--- src/rtl/hash_absorb_pad_if.sv ---
// Byte-in / rate-block-out bundle for the absorb padder.
// The slave modport is the padder; the master modport is the byte source and block sink.
interface hash_absorb_pad_if;
  logic        io_in_valid;
  logic        io_in_ready;
  logic [7:0]  io_in_data;
  logic        io_in_last;
  logic        io_out_valid;
  logic        io_out_ready;
  logic [7:0]  io_out_0;
  logic [7:0]  io_out_1;
  logic [7:0]  io_out_2;
  logic [7:0]  io_out_3;
  logic        io_out_last;
  logic [1:0]  io_out_const;
  logic [31:0] io_msg_bytes;

  modport slave (
    input  io_in_valid, io_in_data, io_in_last, io_out_ready,
    output io_in_ready, io_out_valid, io_out_0, io_out_1, io_out_2, io_out_3,
           io_out_last, io_out_const, io_msg_bytes
  );

  modport master (
    output io_in_valid, io_in_data, io_in_last, io_out_ready,
    input  io_in_ready, io_out_valid, io_out_0, io_out_1, io_out_2, io_out_3,
           io_out_last, io_out_const, io_msg_bytes
  );
endinterface

--- src/rtl/hash_absorb_pad.sv ---
// Packs a byte stream into 4-byte rate blocks with 10* padding and a domain tag.
// One register lane per byte slot; a two-state FILL/EMIT controller sequences them.

module hash_absorb_pad_slot #(
  parameter int IDX = 0
) (
  input  logic       clock,
  input  logic       reset,
  input  logic       i_clr,
  input  logic       i_accept,
  input  logic       i_last,
  input  logic [1:0] i_cnt,
  input  logic [7:0] i_data,
  output logic [7:0] o_byte
);
  localparam logic [1:0] SLOT = 2'(IDX);
  localparam logic [1:0] PREV = 2'(IDX + 3);
  localparam bit         HAS_PREV = (IDX > 0);

  logic       w_wr;
  logic       w_pad;
  logic [7:0] r_byte;

  assign w_wr  = i_accept && (i_cnt == SLOT);
  // The 0x01 pad marker lands in the slot right after the final message byte.
  assign w_pad = HAS_PREV && i_accept && i_last && (i_cnt == PREV);

  always_ff @(posedge clock or negedge reset) begin
    if (!reset)      r_byte <= 8'h00;
    else if (i_clr)  r_byte <= 8'h00;
    else if (w_wr)   r_byte <= i_data;
    else if (w_pad)  r_byte <= 8'h01;
  end

  assign o_byte = r_byte;
endmodule

module hash_absorb_pad #(
  parameter int NUM_LANES = 4
) (
  input  logic               clock,
  input  logic               reset,
  hash_absorb_pad_if.slave   bus
);
  typedef enum logic {FILL = 1'b0, EMIT = 1'b1} state_t;

  localparam logic [1:0] CONST_MID  = 2'd0;
  localparam logic [1:0] CONST_FULL = 2'd1;
  localparam logic [1:0] CONST_PAD  = 2'd2;

  state_t      r_state, w_state_nxt;
  logic [1:0]  r_cnt;
  logic        r_last;
  logic [1:0]  r_const;
  logic [31:0] r_msg_bytes;

  logic        w_accept;
  logic        w_hs;
  logic        w_blk_done;
  logic        w_in_ready;
  logic        w_out_valid;
  logic [NUM_LANES-1:0][7:0] w_slot;

  always_ff @(posedge clock or negedge reset) begin
    if (!reset) r_state <= FILL;
    else        r_state <= w_state_nxt;
  end

  always_comb begin
    w_state_nxt = r_state;
    w_in_ready  = 1'b0;
    w_out_valid = 1'b0;
    w_accept    = 1'b0;
    w_hs        = 1'b0;
    w_blk_done  = 1'b0;
    case (r_state)
      FILL: begin
        w_in_ready = 1'b1;
        w_accept   = bus.io_in_valid;
        w_blk_done = w_accept && ((r_cnt == 2'd3) || bus.io_in_last);
        if (w_blk_done) w_state_nxt = EMIT;
      end
      EMIT: begin
        w_out_valid = 1'b1;
        w_hs        = bus.io_out_ready;
        if (w_hs) w_state_nxt = FILL;
      end
      default: w_state_nxt = FILL;
    endcase
  end

  always_ff @(posedge clock or negedge reset) begin
    if (!reset) begin
      r_cnt       <= 2'd0;
      r_last      <= 1'b0;
      r_const     <= CONST_MID;
      r_msg_bytes <= 32'd0;
    end else if (w_hs) begin
      r_cnt   <= 2'd0;
      r_last  <= 1'b0;
      r_const <= CONST_MID;
      if (r_last) r_msg_bytes <= 32'd0;
    end else if (w_accept) begin
      r_cnt       <= r_cnt + 2'd1;
      r_msg_bytes <= r_msg_bytes + 32'd1;
      if (w_blk_done) begin
        r_last  <= bus.io_in_last;
        r_const <= !bus.io_in_last    ? CONST_MID  :
                   (r_cnt == 2'd3)    ? CONST_FULL : CONST_PAD;
      end
    end
  end

  for (genvar g = 0; g < NUM_LANES; g++) begin : g_slot
    hash_absorb_pad_slot #(.IDX(g)) u_slot (
      .clock    (clock),
      .reset    (reset),
      .i_clr    (w_hs),
      .i_accept (w_accept),
      .i_last   (bus.io_in_last),
      .i_cnt    (r_cnt),
      .i_data   (bus.io_in_data),
      .o_byte   (w_slot[g])
    );
  end

  assign bus.io_in_ready  = w_in_ready;
  assign bus.io_out_valid = w_out_valid;
  assign bus.io_out_0     = w_slot[0];
  assign bus.io_out_1     = w_slot[1];
  assign bus.io_out_2     = w_slot[2];
  assign bus.io_out_3     = w_slot[3];
  assign bus.io_out_last  = r_last;
  assign bus.io_out_const = r_const;
  assign bus.io_msg_bytes = r_msg_bytes;
endmodule

--- src/flat_wrapper.sv ---
// flat-port wrapper written by rule: the top's interface ports become plain ports
module hash_absorb_pad_flat 
#(
  parameter int NUM_LANES = 4
)
  (clock, reset, bus_io_in_valid, bus_io_in_data, bus_io_in_last, bus_io_out_ready, bus_io_in_ready, bus_io_out_valid, bus_io_out_0, bus_io_out_1, bus_io_out_2, bus_io_out_3, bus_io_out_last, bus_io_out_const, bus_io_msg_bytes);
  hash_absorb_pad_if bus_i ();
  input  logic clock;
  input  logic reset;
  input wire logic [$bits(bus_i.io_in_valid)-1:0] bus_io_in_valid;
  input wire logic [$bits(bus_i.io_in_data)-1:0] bus_io_in_data;
  input wire logic [$bits(bus_i.io_in_last)-1:0] bus_io_in_last;
  input wire logic [$bits(bus_i.io_out_ready)-1:0] bus_io_out_ready;
  output wire logic [$bits(bus_i.io_in_ready)-1:0] bus_io_in_ready;
  output wire logic [$bits(bus_i.io_out_valid)-1:0] bus_io_out_valid;
  output wire logic [$bits(bus_i.io_out_0)-1:0] bus_io_out_0;
  output wire logic [$bits(bus_i.io_out_1)-1:0] bus_io_out_1;
  output wire logic [$bits(bus_i.io_out_2)-1:0] bus_io_out_2;
  output wire logic [$bits(bus_i.io_out_3)-1:0] bus_io_out_3;
  output wire logic [$bits(bus_i.io_out_last)-1:0] bus_io_out_last;
  output wire logic [$bits(bus_i.io_out_const)-1:0] bus_io_out_const;
  output wire logic [$bits(bus_i.io_msg_bytes)-1:0] bus_io_msg_bytes;
  assign bus_i.io_in_valid = bus_io_in_valid;
  assign bus_i.io_in_data = bus_io_in_data;
  assign bus_i.io_in_last = bus_io_in_last;
  assign bus_i.io_out_ready = bus_io_out_ready;
  assign bus_io_in_ready = bus_i.io_in_ready;
  assign bus_io_out_valid = bus_i.io_out_valid;
  assign bus_io_out_0 = bus_i.io_out_0;
  assign bus_io_out_1 = bus_i.io_out_1;
  assign bus_io_out_2 = bus_i.io_out_2;
  assign bus_io_out_3 = bus_i.io_out_3;
  assign bus_io_out_last = bus_i.io_out_last;
  assign bus_io_out_const = bus_i.io_out_const;
  assign bus_io_msg_bytes = bus_i.io_msg_bytes;
  hash_absorb_pad #(.NUM_LANES(NUM_LANES)) u_core (.clock(clock), .reset(reset), .bus(bus_i));
endmodule
--- config.mk ---
export PLATFORM = sky130hd
export DESIGN_NAME = hash_absorb_pad_flat
export DESIGN_NICKNAME = d
export VERILOG_FILES = /design/src/rtl/hash_absorb_pad_if.sv /design/src/rtl/hash_absorb_pad.sv /design/src/flat_wrapper.sv
export SDC_FILE = /design/constraint.sdc
export NUM_CORES = 1
export LEC_CHECK = 0
export CAP_MARGIN = 20
export CORE_MARGIN = 2
export CORE_UTILIZATION = 55
export CTS_BUF_LIST = sky130_fd_sc_hd__clkbuf_8
export DETAILED_ROUTE_END_ITERATION = 7
export GPL_ROUTABILITY_DRIVEN = 1
export MAX_ROUTING_LAYER = met4
export PLACE_DENSITY_LB_ADDON = 0.05
export SLEW_MARGIN = 20
export SYNTH_ARGS = -nofsm -noshare
export SYNTH_HDL_FRONTEND = slang
export SYNTH_HIERARCHICAL = 1
export SYNTH_SLANG_ARGS = --single-unit
export TNS_END_PERCENT = 100
--- constraint.sdc ---
create_clock -name clock -period 3.7 [get_ports clock]
set_input_delay 0.74 -clock clock [delete_from_list [all_inputs] [get_ports clock]]
set_output_delay 0.74 -clock clock [all_outputs]
set_load 0.03 [all_outputs]
==> flow_summary.yaml, run 1 <==
drt:
  routed_wl_mm: 8.16
  dr.first_iter.drc_count: 220
  routedWlPerCell_um: 17.1
  via_per_inst: 6.12
  num_vias: 2921
  drc: 0
  ant_nets: 0
  drt_pass1_iterations: 4
timing:
  fin_crit_sh_pct: 69.7
  slew_headroom_pct: 45.8
  rsz0062_at_grt: "no"
  max_freq_mhz: 388
  fin_setup_tns_ns: 0
  hold_viol_final: 0
  setup_violations: 0
  finalMaxSlewViolations: 0
  worst_pin_slew_ns: 0.811
  finClkSkew_ns: 0.0138
  holdWs_ns: 0.483
  min_period_ns: 2.58
clock_tree:
  clock_path_buffers: 2
  holdBufCountCts: 0
  ctsResizeCount: 0
  cts_root_buffer: "clkbuf_8"
  clock_latency_ns: 0.34
  clk_pin_slew_worst_paths_ns: 0.09
  cts_max_level: 3
  cts_made_buffers: 9
  cts_tree: "done"
  cts_sinks: 70
  cts_setup_buffers: 0
synth:
  yosysUniqueCellTypes: 57
  ys_seq_area_share_pct: 50.6
  async_flop_share_pct: 100
  synth.area.mux_share_pct: 4.05
  synth_area_leaders: "dfrtp_1 51%, mux2i_1 4.0%, nand2b_1 4.0%, a22o_1 3.8%, a21oi_1 2.7%"
  netlist_area_um2: 3460
  synth_top_area_share_pct: 50.6
  synthAdderAreaFrac_pct: 0.723
  yosys_warnings: 6
  synth_compound_area_share_pct: 17.1
  synth_nets: 332
  synth_top_family_by_area: "simple AND/OR/NAND/NOR gates"
  synth-seq-cells: 70
  synth-simple-area-share_pct: 22.2
  synth_top_area_cell: "dfrtp_1"
  synth_cells: 317
  synth_edf_count: 0
  synth-xor-area-share_pct: 1.27
  avgSynthCellArea_um2: 10.9
  synth-main-ff-cell: "dfrtp_1"
layout:
  seq_area_um2: 1750
  mostFrequentLayoutCells: "80 x clkdlybuf4s50_1, 70 x dfrtp_1, 25 x nand2_1"
  final_area_um2: 4470
  multi_input_area_um2: 1570
  post_route_cells_drive_above_1_share_pct: 10.7
  nFillCells: 433
  final_nets: 412
  areaGrowthSynthToFinish_pct: 29.2
  antenna_cells: 0
  layout_commonest_cell: "clkdlybuf4s50_1"
  final_core_util_pct: 74.6
pwr:
  leakage_uw: 0.00188
  p_per_area_nw_per_um2: 629
  vdd_drop_max_mv: 0.605
grt:
  grt_pass1_vias: 2769
  grt_usage_pct: 25.0
  grt-ovfl-total: 0
  grt_max_degree: 38
  grt_pass1_wl_mm: 13.9
  antenna_found_initial: 0
floorplanning:
  io_pins: 82
  die_w_um: 83.3
  die_area_um2: 6940
  coreArea_um2: 5990
  rows: 28
  start_util_pct: 57.8
  die_h_um: 83.3
setup_path:
  r2r-start: "u_core/r_state$_DFF_PN0_"
  crit_required_ns: 3.95
  worstSetupPathType: "input pin to flop"
  reg2reg_slack_ns: 1.49
  arrival_ns: 2.83
  reg2reg_depth: 5
  end_kind: "flop"
  path_max_fanout: 23
  worst_setup_path_start_kind: "input pin"
  r2r-end: "u_core/bus.io_msg_bytes[31]$_DFFE_PN0P_"
placed_design:
  place_area_um2: 4280
  place.gp.congestion: 0.797
  dp_hpwl_mm: 5.63
  io_buffers: 81
run:
  drv_cap: 0
min_path:
  hold_class: "input pin to async pin"
outcome:
  status: "finished clean"
-- cell families after synthesis --
family | after synthesis
compound gates | 76
xor+xnor | 5
fa+ha+maj | 2
buf+inv | 25
flops | 70
mux | 14
simple gates | 125
-- state kept, by name (all words and copies together) (netlist names) --
register and flops:
u_core/bus.io_out_const 2, u_core/r_state 1, u_core/bus.io_out_last 1, u_core/r_cnt 2
u_core/g_slot.u_slot/o_byte 32, u_core/bus.io_msg_bytes 32
-- power by group --
group | switching, uW | total, uW | internal (uW)
clock | 326 | 583 | 257
combinational | 640 | 1120 | 483
sequential | 162 | 1100 | 942
-- worst max-delay path, stage by stage --
cell and delay (ns):
clkdlybuf4s50_1 0.50, nand2b_4 0.09, inv_2 0.31, o2111ai_4 0.36
nor4_1 0.53, mux2i_1 0.29
-- layout make-up --
type,instances,share of cell area (%)
multi-input cells,222,35.1
flip-flops and latches,70,39.2
clock inverters,7,1.40
well taps,75,2.10
repair buffers,85,18.7
clock buffers,9,2.77
inverters,9,0.756
-- stage by stage --
step           setup WS (ns)  power [uW]  std cells
2_1_floorplan           1.53        1770        317
3_3_place_gp           0.893        2220        461
3_5_place_dp           0.826        2240        461
4_1_cts                 1.17        2820        477
5_1_grt                0.997        2960        477
6_report                1.12        2810        477
-- worst max-delay path by stage --
stage,endpoint,cells after the start,slack [ns],startpoint
floorplan,u_core/g_slot[2].u_slot/o_byte[1]$_DFFE_PN0P_,7,1.53,bus_io_in_valid
global placement,u_core/bus.io_msg_bytes[24]$_DFFE_PN0P_,6,0.89,bus_io_in_valid
detailed placement,u_core/bus.io_msg_bytes[24]$_DFFE_PN0P_,6,0.83,bus_io_in_valid
CTS,u_core/bus.io_msg_bytes[31]$_DFFE_PN0P_,6,1.17,bus_io_in_valid
global route,u_core/bus.io_msg_bytes[24]$_DFFE_PN0P_,6,1.0,bus_io_in_valid
finish,u_core/bus.io_msg_bytes[31]$_DFFE_PN0P_,6,1.12,bus_io_in_valid
-- per-layer routing --
metal	GRT usage [%]	wire length (um)
met5	-	0
met4	7.75	95
met3	5.27	398
met2	35.9	3810
met1	35.8	3860
-- Yosys cell counts (all sizes together) (2+ instances only) --
cell	number
nor2	10
o31ai	11
xor2	2
and3	4
nand3	14
xnor2	3
a21oi	20
nand3b	2
nand2b	23
o21ai	10
o211ai	2
nand2	26
and4	5
buf	12
or4	11
ha	2
a22o	15
mux2i	14
nand4	7
and2	2
or3	6
nor4	8
a32o	8
clkbuf	4
and4b	2
dfrtp	70
inv	9
Note: power is estimated with default switching activity, not from simulation.
==> inputs of run 2 (changes only) <==
Settings changed: CORE_UTILIZATION 55 to 52.
Clock period 3.7 ns to 2.6 ns, I/O delays scaled along.
==> flow_summary.yaml, run 2 (same netlist as run 1, synthesis figures left out) <==
setup_path:
  reg2reg_slack_ns: 0.69
  worst_setup_path_start_kind: "input pin"
  critPathSlowestCell: "or4_1"
  end_kind: "flop"
  crit_path_max_incr_delay_ns: 0.59
  crit_required_ns: 2.86
  path_max_fanout: 19
  reg2reg_depth: 5
  r2r-start: "u_core/r_state$_DFF_PN0_"
  arrival_ns: 2.44
  worstSetupPathType: "input pin to flop"
  crit_chain: "clkdlybuf4s50_1 -> and3_1 -> o2111ai_4 -> or4_1 -> a21oi_1"
  r2r-end: "u_core/bus.io_msg_bytes[19]$_DFFE_PN0P_"
outcome:
  status: "finished clean"
timing:
  min_period_ns: 2.18
  fin_setup_tns_ns: 0
  max_freq_mhz: 460
  hold_viol_final: 0
  worst_pin_slew_ns: 0.558
  finClkSkew_ns: 0.00520
  slew_headroom_pct: 62.8
  finalMaxSlewViolations: 0
  rsz0062_at_grt: "no"
  fin_crit_sh_pct: 83.7
  setup_violations: 0
clock_tree:
  cts_setup_buffers: 0
  clock_path_buffers: 2
  cts_root_buffer: "clkbuf_8"
  cts_max_level: 3
  cts_sinks: 70
  holdBufCountCts: 0
  cts_made_buffers: 9
  ctsResizeCount: 0
  clock_latency_ns: 0.34
  clk_pin_slew_worst_paths_ns: 0.08
  cts_tree: "done"
layout:
  multi_input_area_um2: 1570
  post_route_cells_drive_above_1_share_pct: 11.6
  seq_area_um2: 1750
  antenna_cells: 0
  mostFrequentLayoutCells: "80 x clkdlybuf4s50_1, 70 x dfrtp_1, 25 x nand2_1"
  final_nets: 416
  final_core_util_pct: 70.7
  layout_commonest_cell: "clkdlybuf4s50_1"
  areaGrowthSynthToFinish_pct: 30.4
  nFillCells: 487
drt:
  routed_wl_mm: 8.11
  dr_wl_met3_um: 376
  route.met2.wl_mm: 3.75
  ant_nets: 0
  num_vias: 2875
  routedWlPerCell_um: 16.8
  dr.first_iter.drc_count: 233
  via_per_inst: 5.95
  highest_layer: "met4"
  drt_pass1_iterations: 4
  met1_length_mm: 3.90
  drc: 0
run:
  drv_cap: 0
floorplanning:
  die_h_um: 85.6
  io_pins: 82
  die_w_um: 85.6
  start_util_pct: 54.2
  coreArea_um2: 6390
  rows: 29
  die_area_um2: 7320
grt:
  grt_usage_pct: 23.6
  grt_pass1_wl_mm: 13.2
  antenna_found_initial: 0
  grt_pass1_vias: 2670
  grt-ovfl-total: 0
  grt_max_degree: 71
pwr:
  leakage_uw: 0.00191
  vdd_drop_max_mv: 0.782
  p_per_area_nw_per_um2: 884
placed_design:
  place.gp.congestion: 0.780
  dp_hpwl_mm: 5.50
  io_buffers: 81
min_path:
  hold_class: "input pin to async pin"
[run 2: cell types whose count changed in the layout (fill, tap and decap cells not counted)]
cell        before  now
buf_12           0    1
inv_8            2    0
clkinv_2         0    1
clkinv_4         0    2
clkinvlp_4       3    2
inv_6            2    1
clkbuf_8         9   10
buf_4            4    7
[run 2: final cells by class]
cell class                      count  area share [%]
Timing Repair Buffer               89            19.5
Clock buffer                       10            3.05
Multi-Input combinational cell    222            34.8
Tap cell                           77            2.13
Inverter                            9           0.749
Clock inverter                      6            1.03
Sequential cell                    70            38.8
[run 2: through the flow]
step / total power [uW] / instance area, um2 / setup WS (ns) / hold WS, ns / std cells
after global routing: 4220 / 4510 / 0.346 / 0.208 / 483
after floorplan: 2520 / 3460 / 0.504 / 0.224 / 317
after detailed placement: 3200 / 4330 / 0.107 / 0.489 / 467
after CTS: 4030 / 4510 / 0.464 / 0.204 / 483
after global placement: 3170 / 4330 / 0.172 / 0.486 / 467
final: 3990 / 4510 / 0.424 / 0.197 / 483
[run 2: how the worst max path moves through the flow]
stage | start | to | slack, ns | cells past startpoint
after floorplan | u_core/r_state$_DFF_PN0_ | u_core/g_slot[2].u_slot/o_byte[1]$_DFFE_PN0P_ | 0.50 | 7
final | bus_io_out_ready | u_core/bus.io_msg_bytes[19]$_DFFE_PN0P_ | 0.42 | 5
after global placement | bus_io_out_ready | u_core/bus.io_msg_bytes[19]$_DFFE_PN0P_ | 0.17 | 5
after detailed placement | bus_io_out_ready | u_core/bus.io_msg_bytes[19]$_DFFE_PN0P_ | 0.11 | 5
after CTS | bus_io_out_ready | u_core/bus.io_msg_bytes[19]$_DFFE_PN0P_ | 0.46 | 5
after global routing | bus_io_out_ready | u_core/bus.io_msg_bytes[19]$_DFFE_PN0P_ | 0.35 | 5
[run 2: where the power goes]
part | internal (uW) | total [uW] | leakage [uW] | switching, uW
sequential | 1340 | 1560 | 0.000944 | 222
clock | 377 | 810 | 0.0000889 | 433
combinational | 701 | 1620 | 0.000876 | 917
total | 2420 | 3990 | 0.00191 | 1570
[run 2: critical path, delay by kind of cell]
family,cells,cell delay [ns]
AO/OA/AOI/OAI,2,0.49
buffers and inverters,1,0.52
AND/OR/NAND/NOR,2,0.90
[run 2: per-layer routing]
metal | global-route usage (%) | vias up
met4 | 8.23 | 0
met1 | 34.2 | 1434
li1 | - | 1355
met3 | 4.33 | 8
met5 | - | -
met2 | 33.7 | 78
